<file path="src/rtl/step_ctrl_pkg.sv">
// Shared definitions for the step clock controller.
//   btn_state_t    - debounce FSM state encoding (2 bits)
//   DEF_*          - default parameter values
//   ctr_width()    - width of an up-counter that must reach the largest of
//                    three terminal counts
package step_ctrl_pkg;

    typedef enum logic [1:0] {
        S_IDLE    = 2'd0,
        S_PRESS   = 2'd1,
        S_HELD    = 2'd2,
        S_RELEASE = 2'd3
    } btn_state_t;

    localparam int unsigned DEF_DEBOUNCE_CYCLES = 50000;
    localparam int unsigned DEF_RUN_DIV         = 25000000;
    localparam int unsigned DEF_REPEAT_DELAY    = 25000000;
    localparam int unsigned DEF_REPEAT_PERIOD   = 5000000;
    localparam int unsigned DEF_CNT_W           = 16;

    // clog2 of the largest argument; the +1 lets the counter hold the
    // terminal value itself, not just values below it.
    function automatic int unsigned ctr_width(input int unsigned a,
                                              input int unsigned b,
                                              input int unsigned c);
        int unsigned m;
        m = a;
        if (b > m) m = b;
        if (c > m) m = c;
        return $clog2(m + 1);
    endfunction

endpackage

</file>
<file path="src/rtl/btn_debounce.sv">
// Push-button conditioner: 2-flop synchronizer, debounce FSM and a
// registered one-cycle pulse per accepted press.
// Ports:
//   clk      - system clock
//   srst     - synchronous active-high reset
//   btn_raw  - raw asynchronous button, active high
//   held     - FSM currently in S_HELD (button accepted and still down)
//   press    - one-cycle pulse, first cycle of S_HELD after an accepted press
module btn_debounce
    import step_ctrl_pkg::*;
#(
    parameter int unsigned DEBOUNCE_CYCLES = DEF_DEBOUNCE_CYCLES,
    parameter int unsigned CTR_W           = 17
) (
    input  logic clk,
    input  logic srst,
    input  logic btn_raw,
    output logic held,
    output logic press
);

    localparam logic [CTR_W-1:0] CNT_ONE  = CTR_W'(1);
    localparam logic [CTR_W-1:0] CNT_LAST = CTR_W'(DEBOUNCE_CYCLES - 1);

    logic [1:0]       sync_reg;
    logic             btn_s;
    btn_state_t       state_reg, state_next;
    logic [CTR_W-1:0] cnt_reg, cnt_next;
    logic             press_reg, press_next;

    assign btn_s = sync_reg[1];

    // State register, counter, synchronizer and press pulse register
    always_ff @(posedge clk) begin
        if (srst) begin
            sync_reg  <= 2'b00;
            state_reg <= S_IDLE;
            cnt_reg   <= '0;
            press_reg <= 1'b0;
        end else begin
            sync_reg  <= {sync_reg[0], btn_raw};
            state_reg <= state_next;
            cnt_reg   <= cnt_next;
            press_reg <= press_next;
        end
    end

    // Next-state logic. cnt holds the number of consecutive samples seen
    // at the new level; both edges need DEBOUNCE_CYCLES stable samples.
    always_comb begin
        state_next = state_reg;
        cnt_next   = cnt_reg;
        case (state_reg)
            S_IDLE: begin
                if (btn_s) begin
                    state_next = S_PRESS;
                    cnt_next   = CNT_ONE;
                end
            end
            S_PRESS: begin
                if (!btn_s)                 state_next = S_IDLE;
                else if (cnt_reg == CNT_LAST) state_next = S_HELD;
                else                        cnt_next   = cnt_reg + 1'b1;
            end
            S_HELD: begin
                if (!btn_s) begin
                    state_next = S_RELEASE;
                    cnt_next   = CNT_ONE;
                end
            end
            S_RELEASE: begin
                // A bounce back high returns to S_HELD without a new press.
                if (btn_s)                  state_next = S_HELD;
                else if (cnt_reg == CNT_LAST) state_next = S_IDLE;
                else                        cnt_next   = cnt_reg + 1'b1;
            end
            default: state_next = S_IDLE;
        endcase
    end

    // Output logic: the press is recognised on the PRESS->HELD transition.
    always_comb begin
        press_next = (state_reg == S_PRESS) && btn_s && (cnt_reg == CNT_LAST);
    end

    assign held  = (state_reg == S_HELD);
    assign press = press_reg;

endmodule

</file>
<file path="src/rtl/step_clock_ctrl.sv">
// Step clock controller for the single-cycle MIPS core. Produces o_Step,
// a one-cycle advance enable, from either a debounced push-button (one step
// per press) or a free-running divider in run mode. A halt request stops
// all stepping until reset. Issued steps are counted with saturation.
// Optional feature macro: STEP_REPEAT_EN - auto-repeat while the button is
// held (first after REPEAT_DELAY cycles, then every REPEAT_PERIOD cycles).
// Ports:
//   i_Clk, i_Rst   - clock, synchronous active-high reset
//   i_Btn_step     - raw step button (asynchronous)
//   i_Run          - raw run switch (asynchronous), 1 = run
//   i_Halt         - halt request from the core (synchronous)
//   o_Step         - one-cycle advance enable
//   o_Running      - run mode active and not halted
//   o_Halted       - sticky halt flag
//   o_Step_count   - saturating count of issued steps
module step_clock_ctrl
    import step_ctrl_pkg::*;
#(
    parameter int unsigned DEBOUNCE_CYCLES = DEF_DEBOUNCE_CYCLES,
    parameter int unsigned RUN_DIV         = DEF_RUN_DIV,
    parameter int unsigned REPEAT_DELAY    = DEF_REPEAT_DELAY,
    parameter int unsigned REPEAT_PERIOD   = DEF_REPEAT_PERIOD,
    parameter int unsigned CNT_W           = DEF_CNT_W
) (
    input  logic             i_Clk,
    input  logic             i_Rst,
    input  logic             i_Btn_step,
    input  logic             i_Run,
    input  logic             i_Halt,
    output logic             o_Step,
    output logic             o_Running,
    output logic             o_Halted,
    output logic [CNT_W-1:0] o_Step_count
);

    localparam int unsigned REPEAT_MAX =
        (REPEAT_DELAY > REPEAT_PERIOD) ? REPEAT_DELAY : REPEAT_PERIOD;
    localparam int unsigned CTR_W = ctr_width(DEBOUNCE_CYCLES, RUN_DIV, REPEAT_MAX);
    localparam logic [CTR_W-1:0] DIV_LAST = CTR_W'(RUN_DIV - 1);

    logic             btn_held;
    logic             btn_press;
    logic [1:0]       run_sync_reg;
    logic             run_s;
    logic [CTR_W-1:0] div_reg, div_next;
    logic             run_req;
    logic             auto_req;
    logic             step_reg, step_next;
    logic             running_reg, running_next;
    logic             halted_reg, halted_next;
    logic [CNT_W-1:0] count_reg, count_next;

    btn_debounce #(
        .DEBOUNCE_CYCLES (DEBOUNCE_CYCLES),
        .CTR_W           (CTR_W)
    ) u_btn_debounce (
        .clk     (i_Clk),
        .srst    (i_Rst),
        .btn_raw (i_Btn_step),
        .held    (btn_held),
        .press   (btn_press)
    );

    assign run_s = run_sync_reg[1];

    // Run divider: free-runs only while run is selected and not halted;
    // parked at 0 when run is off so the first step is a full period later.
    always_comb begin
        div_next = div_reg;
        if (!run_s)
            div_next = '0;
        else if (!halted_reg)
            div_next = (div_reg == DIV_LAST) ? '0 : div_reg + 1'b1;
    end

    assign run_req = run_s && !halted_reg && (div_reg == DIV_LAST);

`ifdef STEP_REPEAT_EN
    localparam logic [CTR_W-1:0] HOLD_DELAY  = CTR_W'(REPEAT_DELAY);
    localparam logic [CTR_W-1:0] HOLD_PERIOD = CTR_W'(REPEAT_PERIOD);

    logic             in_hold;
    logic [CTR_W-1:0] hold_cnt_reg, hold_cnt_next;
    logic             repeating_reg, repeating_next;
    logic [CTR_W-1:0] hold_limit;

    // hold_cnt is 0 on the first S_HELD cycle and restarts on every entry,
    // so a release bounce also restarts the repeat delay.
    assign in_hold    = btn_held && !run_s;
    assign hold_limit = repeating_reg ? HOLD_PERIOD : HOLD_DELAY;
    assign auto_req   = in_hold && (hold_cnt_reg == hold_limit);

    always_comb begin
        hold_cnt_next  = hold_cnt_reg;
        repeating_next = repeating_reg;
        if (!in_hold) begin
            hold_cnt_next  = '0;
            repeating_next = 1'b0;
        end else if (auto_req) begin
            hold_cnt_next  = CTR_W'(1);
            repeating_next = 1'b1;
        end else begin
            hold_cnt_next  = hold_cnt_reg + 1'b1;
        end
    end

    always_ff @(posedge i_Clk) begin
        if (i_Rst) begin
            hold_cnt_reg  <= '0;
            repeating_reg <= 1'b0;
        end else begin
            hold_cnt_reg  <= hold_cnt_next;
            repeating_reg <= repeating_next;
        end
    end
`else
    logic unused_held;
    assign unused_held = btn_held;
    assign auto_req    = 1'b0;
`endif

    // Manual and auto requests are dropped in run mode; since the run
    // divider is then the only source, at most one request exists per cycle.
    // A halt seen this cycle suppresses any request landing with it.
    always_comb begin
        step_next    = (run_req || (!run_s && (btn_press || auto_req)))
                       && !i_Halt && !halted_reg;
        halted_next  = halted_reg || i_Halt;
        running_next = run_s && !halted_next;
        count_next   = (step_reg && (count_reg != '1)) ? count_reg + 1'b1 : count_reg;
    end

    always_ff @(posedge i_Clk) begin
        if (i_Rst) begin
            run_sync_reg <= 2'b00;
            div_reg      <= '0;
            step_reg     <= 1'b0;
            running_reg  <= 1'b0;
            halted_reg   <= 1'b0;
            count_reg    <= '0;
        end else begin
            run_sync_reg <= {run_sync_reg[0], i_Run};
            div_reg      <= div_next;
            step_reg     <= step_next;
            running_reg  <= running_next;
            halted_reg   <= halted_next;
            count_reg    <= count_next;
        end
    end

    assign o_Step       = step_reg;
    assign o_Running    = running_reg;
    assign o_Halted     = halted_reg;
    assign o_Step_count = count_reg;

endmodule
</file>
<file path="config.mk">
export PLATFORM = sky130hd
export DESIGN_NAME = step_clock_ctrl
export DESIGN_NICKNAME = d
export VERILOG_FILES = /design/src/rtl/step_ctrl_pkg.sv /design/src/rtl/btn_debounce.sv /design/src/rtl/step_clock_ctrl.sv
export SDC_FILE = /design/constraint.sdc
export NUM_CORES = 1
export LEC_CHECK = 0
export CELL_PAD_IN_SITES_DETAIL_PLACEMENT = 2
export CELL_PAD_IN_SITES_GLOBAL_PLACEMENT = 2
export CORE_MARGIN = 2
export CORE_UTILIZATION = 33
export CTS_CLUSTER_SIZE = 30
export DETAILED_ROUTE_END_ITERATION = 6
export GPL_TIMING_DRIVEN = 0
export PLACE_DENSITY_LB_ADDON = 0.1
export SLEW_MARGIN = 20
export SYNTH_ARGS = -nofsm -noshare
export SYNTH_HDL_FRONTEND = slang
export SYNTH_SLANG_ARGS = --single-unit
</file>
<file path="constraint.sdc">
create_clock -name i_Clk -period 1.82 [get_ports i_Clk]
set_input_delay 0.273 -clock i_Clk [delete_from_list [all_inputs] [get_ports i_Clk]]
set_output_delay 0.273 -clock i_Clk [all_outputs]
set_load 0.02 [all_outputs]
</file>
==> results.md, run 1 <==
* Die height at 107.0 µm
* Achievable Freq at 497.1 MHz
* Synthesis-to-finish area growth at 34.01%
* DP Worst Slack at -0.4537 ns
* Reg2Reg Depth at 7
* Top-area cell type share of the netlist area at 0.4349
* H-tree depth at 3
* Synth top area cells: dfxtp_1 (43%), xor2_1 (9.8%), nor2_1 (7.8%)
* Sink Count at 76
* Slew Viols, Final at 0
* Row cnt at 37
* Max_slew headroom at 0.5225
* Remaining antenna violation count at 0
* Multi-input logic area at 2236 µm²
* RSZ-0062 raised after global routing: true
* Non-filler instance count after layout at 600
* Multiplexer share of the synthesized area at 0.02647
* Max_cap viols at 0
* #FFs+latches synth at 76
* Final WS setup at -0.1917 ns
* Yosys warns at 0
* LEAKAGE at 1.683 nW
* Setup TNS at -6.280 ns
* Hold path start: u_btn_debounce.sync_reg[0]
* Synthesized net count at 406
* Ys flop type: dfxtp_1
* Total global-route track usage at 0.1924
* Largest net degree at the start of global routing at 13
* Worst Path Max Fanout at 5
* Tightest Pin Transition at 0.7162 ns
* Cts bufs inserted at 9
* Slowest-stage cell, CP: o41ai_4
* First-pass GRT wire length at 17220 µm
* Distinct cells, synth at 49
* CP Class: register to register
* Number of global-route vias before repair at 3452
* I/O pin count at 24
* Cell family with most CP delay: simple AND/OR/NAND/NOR gates
* Vias at 3164
* Synthesized area at 3498 µm²
* Slowest stage delay, CP at 0.48 ns
* Synth async-reset ratio at 0
* Hold-fix buffers, CTS at 0
* CP Launch Point: u_btn_debounce.cnt_reg[12]
* Placed Instance Area at 3890 µm²
* Cell count of the worst hold path at 1
* Antenna Cells at 0
* DR vias/cell at 5.273
* Critical path cell sequence: nor4_4 > nand3_2 > o41ai_4 > buf_4 > o21bai_4 > buf_6 > nor2_1
* Final period util at 1.105
* Routability cong. at 0.7688
* Iter 0 DRT Violations at 65
* Gr ovfl total at 0
* Cell taking the most area after synthesis: dfxtp_1
* Power per cell area at 634.4 nW/µm²
* Synth Area in XOR/XNOR at 0.1102
* Sequential fraction of the synthesis area at 0.4349
* Final Hold Viols at 0
* Dpl cells at 556
* Number of enable flip-flop cells after synthesis at 0
* Die X at 107.0 µm
* Crit path depth at 7
* Clock Latency Late Sink at 0.37 ns
* CTS root buffer: clkbuf_8
* Critical path buffers and inverters at 2
* Synth Area in Compound Gates at 0.08548
* Crit start category: register
* Pre-antenna DRT Iters at 4
* Hold crit path type: register to register
* Port-buffer cells at 22
* Clk slew on worst S/H paths at 0.08 ns
* CP Data Required Time at 2.13 ns
* Mapped Cells at 398
* Minimum clock period at 2.012 ns
* Arrival time worst endpoint at 2.32 ns
* WL final at 10820 µm
* Power, Total at 2.974 mW
* CTS tree: yes
* Fillers at 1105
* Final setup viols at 49
* Max VDD drop at 373.9 µV
* Clock skew at 0.01073 ns
* Share of layout cells above drive strength 1 at 0.2565
* Reg2Reg Launch Point: u_btn_debounce.cnt_reg[12]
* Wirelength per Cell at 18.04 µm
* Core ar. at 10320 µm²
* Most common cell after layout, fill and taps aside: dfxtp_1
* Run status: finished with violations
* Mean post-synth cell area at 8.790 µm²
* Initial antenna violation count at 0
* DP HPWL at 6704 µm
* Crit. End Element: register
* Most frequent cells in the layout: dfxtp_1 (62), nor2_1 (60), xor2_1 (38), buf_4 (26), nand4_1 (23)
* Starting Density at 0.3389
* Die area at 11440 µm²
* Flip-flop and latch area at 1549 µm²
* Failing checks: negative setup slack
* Main combinational cell family by area after synthesis: simple AND/OR/NAND/NOR gates
* Net count, final at 467
* Longest Clk Path Bufs at 2
* Simple-gate share of the synthesized area at 0.3104
* Final Cell Area at 4688 µm²
* Synth Area in Adders at 0.01073
* DRC violations left at 0
==> timing repair <==
item,4_1_cts,5_1_grt
setup endpoints to repair,57,60
gates resized for setup,54,50
pin swaps,21,28
setup buffers,15,15
cloned,2,0
==> routing by layer <==
layer,vias up,track usage,part of all wire
li1,1542,-,-
met1,1568,0.2277,0.44
met2,40,0.3421,0.52
met3,14,0.04498,0.024
met4,0,0.06308,0.020
met5,-,0,0
==> final timing paths <==
check / endpoint / slack, ns
setup reg to reg: u_btn_debounce.cnt_reg[16] / -0.19
setup / recovery: u_btn_debounce.cnt_reg[16] / -0.19
hold / removal: u_btn_debounce.sync_reg[1] / 0.44
hold reg to reg: u_btn_debounce.sync_reg[1] / 0.44
==> layout make-up <==
cell class,instances,share of cell area
clock inverters,5,0.005871
inverters,4,0.003203
plain buffers,11,0.01468
clock buffers,11,0.03016
well taps,136,0.03630
repair buffers,53,0.1025
flip-flops and latches,76,0.3304
multi-input cells,304,0.4769
==> synthesized netlist by cell type, types with 3 or more instances <==
cell      count
a211oi_1      3
a21oi_1       6
a22oi_1       5
a31oi_1       3
and3_1       16
and4_1        7
buf_2         4
clkbuf_1      8
dfxtp_1      76
ha_1          3
inv_1         4
mux2i_1       7
nand2_1      22
nand3_1      21
nand4_1      23
nand4b_1      3
nor2_1       73
nor2b_1       8
nor3_1        6
nor4_1        6
o21ai_0      14
or4_1         3
xnor2_1       5
xor2_1       39
==> logic make-up (layout without fill, tap and decap cells) <==
family	Yosys count	count (layout)
xor gates and xnor gates	44	44
muxes	9	9
adders and majority gates	3	3
buffers and inverters	18	84
and+or+nand+nor	205	205
DFF	76	76
AOI/OAI and AO/OA	43	43
==> through the flow <==
stage	utilization	hold WS (ns)
floorplan	-	0.3490
global placement	0.3768	0.4183
detailed placement	0.3768	0.4332
CTS	0.4289	0.4402
global route	0.4541	0.4636
finish	0.4541	0.4427
==> report_power, final <==
group	total (mW)	switching (mW)	internal, mW
combinational	0.134	0.0812	0.0528
sequential	1.67	0.00662	1.66
clock	1.17	0.646	0.523
total	2.97	0.734	2.24
Power figures use the tool's default switching activity.
==> run 2, diff against run 1 <==
- CORE_UTILIZATION: 33 -> 36
- clock period: 1.82 -> 2 ns (I/O delays scaled with it)
==> results.md, run 2 (same netlist as run 1, synthesis figures left out) <==
* Remaining antenna violation count at 0
* Max VDD drop at 329.3 µV
* Net count, final at 452
* I/O pin count at 24
* Achievable Freq at 508.0 MHz
* CTS root buffer: clkbuf_8
* DRC violations left at 0
* Largest net degree at the start of global routing at 14
* Pre-antenna DRT Iters at 6
* DR vias/cell at 5.439
* Antenna Cells at 0
* Gr ovfl total at 0
* Die height at 102.6 µm
* Max_cap viols at 0
* Crit start category: register
* Share of layout cells above drive strength 1 at 0.1670
* Slew Viols, Final at 0
* Sequential share of power at 0.493
* Most frequent cells in the layout: nor2_1 (72), dfxtp_1 (65), xor2_1 (38), nand4_1 (23)
* Initial antenna violation count at 0
* Final period util at 0.9843
* CP Data Required Time at 2.24 ns
* DP Worst Slack at -0.2291 ns
* Final Hold Viols at 0
* Comb power frac at 0.031
* Minimum clock period at 1.969 ns
* Crit. End Element: register
* RSZ-0062 raised after global routing: true
* Cts bufs inserted at 9
* Critical path buffers and inverters at 2
* WL final at 10590 µm
* Clock skew at 0.01145 ns
* Worst Path Max Fanout at 10
* Arrival time worst endpoint at 2.21 ns
* Synthesis-to-finish area growth at 27.36%
* Number of global-route vias before repair at 3394
* Met2 Use GR at 0.3811
* Tightest Pin Transition at 0.6483 ns
* Fillers at 1038
* Port-buffer cells at 22
* DP HPWL at 6868 µm
* Slowest-stage cell, CP: or4b_4
* Clock Latency Late Sink at 0.35 ns
* Max_slew headroom at 0.5678
* Clk slew on worst S/H paths at 0.08 ns
* Flip-flop and latch area at 1540 µm²
* Hold crit path type: register to register
* Critical path cell sequence: or4b_4 > nor3_4 > nand4_1 > buf_4 > o21ai_4 > buf_6 > nor2_1
* Core ar. at 9328 µm²
* Vias at 3144
* Run status: finished clean
* GR Util met1 at 0.2532
* Routability cong. at 0.7643
* Starting Density at 0.3751
* Die area at 10520 µm²
* H-tree depth at 3
* Most common cell after layout, fill and taps aside: nor2_1
* Top Usage Layer GRT: met2
* Hold-fix buffers, CTS at 0
* First-pass GRT wire length at 17180 µm
* Final WS setup at 0.03132 ns
* GRT met3 Usage at 0.04271
* Final setup viols at 0
* Multi-input logic area at 2086 µm²
* Power per cell area at 695.5 nW/µm²
* Switch share at 0.2174
* Slowest stage delay, CP at 0.54 ns
* Wirelength per Cell at 18.32 µm
* Power, Total at 3.099 mW
* Sink Count at 76
* Total global-route track usage at 0.2108
* Longest Clk Path Bufs at 2
* Cell family with most CP delay: simple AND/OR/NAND/NOR gates
* Switching pwr at 0.6737 mW
* Clock power share at 0.476
* Die X at 102.6 µm
* CP Class: register to register
* CTS tree: yes
* Int Pwr at 2.425 mW
* Row cnt at 35
* Finished Core Util at 0.4777
* Iter 0 DRT Violations at 59
* Setup TNS at 0 ns
* LEAKAGE at 1.605 nW
-- run 2: changes by cell type in the layout (fill, tap and decap cells not counted), sizes merged --
| cell | previous run | this run |
|---|---|---|
| buf | 35 | 21 |
| bufinv | 0 | 3 |
| clkbuf | 18 | 17 |
| clkinv | 4 | 1 |
| clkinvlp | 1 | 0 |
| inv | 4 | 5 |
-- run 2: layer usage --
metal / share of wire / up-vias
met5: 0 / -
met4: 0.016 / 0
met3: 0.021 / 13
met2: 0.52 / 34
met1: 0.44 / 1591
li1: - / 1506
-- run 2: final cells by class --
cell class / count / share of cell area
multi-input cells: 304 / 0.4681
repair buffers: 37 / 0.07357
plain buffers: 12 / 0.01713
inverters: 4 / 0.003370
well taps: 129 / 0.03623
flip-flops and latches: 76 / 0.3457
clock inverters: 5 / 0.02415
clock buffers: 11 / 0.03173
-- run 2: path summary, 6_finish.rpt --
check / startpoint / endpoint / slack, ns / cells past startpoint
max: div_reg[8] / div_reg[24] / 0.03 / 7
min: run_sync_reg[0] / run_sync_reg[1] / 0.46 / 1
max reg2reg: div_reg[8] / div_reg[24] / 0.03 / 7
min reg2reg: run_sync_reg[0] / run_sync_reg[1] / 0.46 / 1
-- run 2: through the flow --
stage	instance area, µm²	std cells	hold WS (ns)
after floorplan	3498	398	0.3760
after global placement	3880	549	0.4174
after detailed placement	3880	549	0.4530
after CTS	4300	571	0.4685
after global routing	4456	578	0.4885
final	4456	578	0.4636
-- run 2: what timing repair did --
item / 4_1_cts / 5_1_grt
gates resized for setup: 23 / 30
cloned: 1 / 2
endpoints found under the setup margin: 48 / 51
pin swaps: 8 / 9
buffers inserted: 5 / 7
-- run 2: power groups by stage --
| stage | clock network (mW) | logic [mW] | registers (mW) |
|---|---|---|---|
| 4_1_cts | 1.52 | 0.0932 | 1.52 |
| 6_report | 1.48 | 0.0960 | 1.53 |
| 3_5_place_dp | 0 | 0.0838 | 1.56 |
| 3_3_place_gp | 0 | 0.0813 | 1.56 |
| 5_1_grt | 1.59 | 0.105 | 1.53 |
| 2_1_floorplan | 0 | 0.0479 | 1.56 |
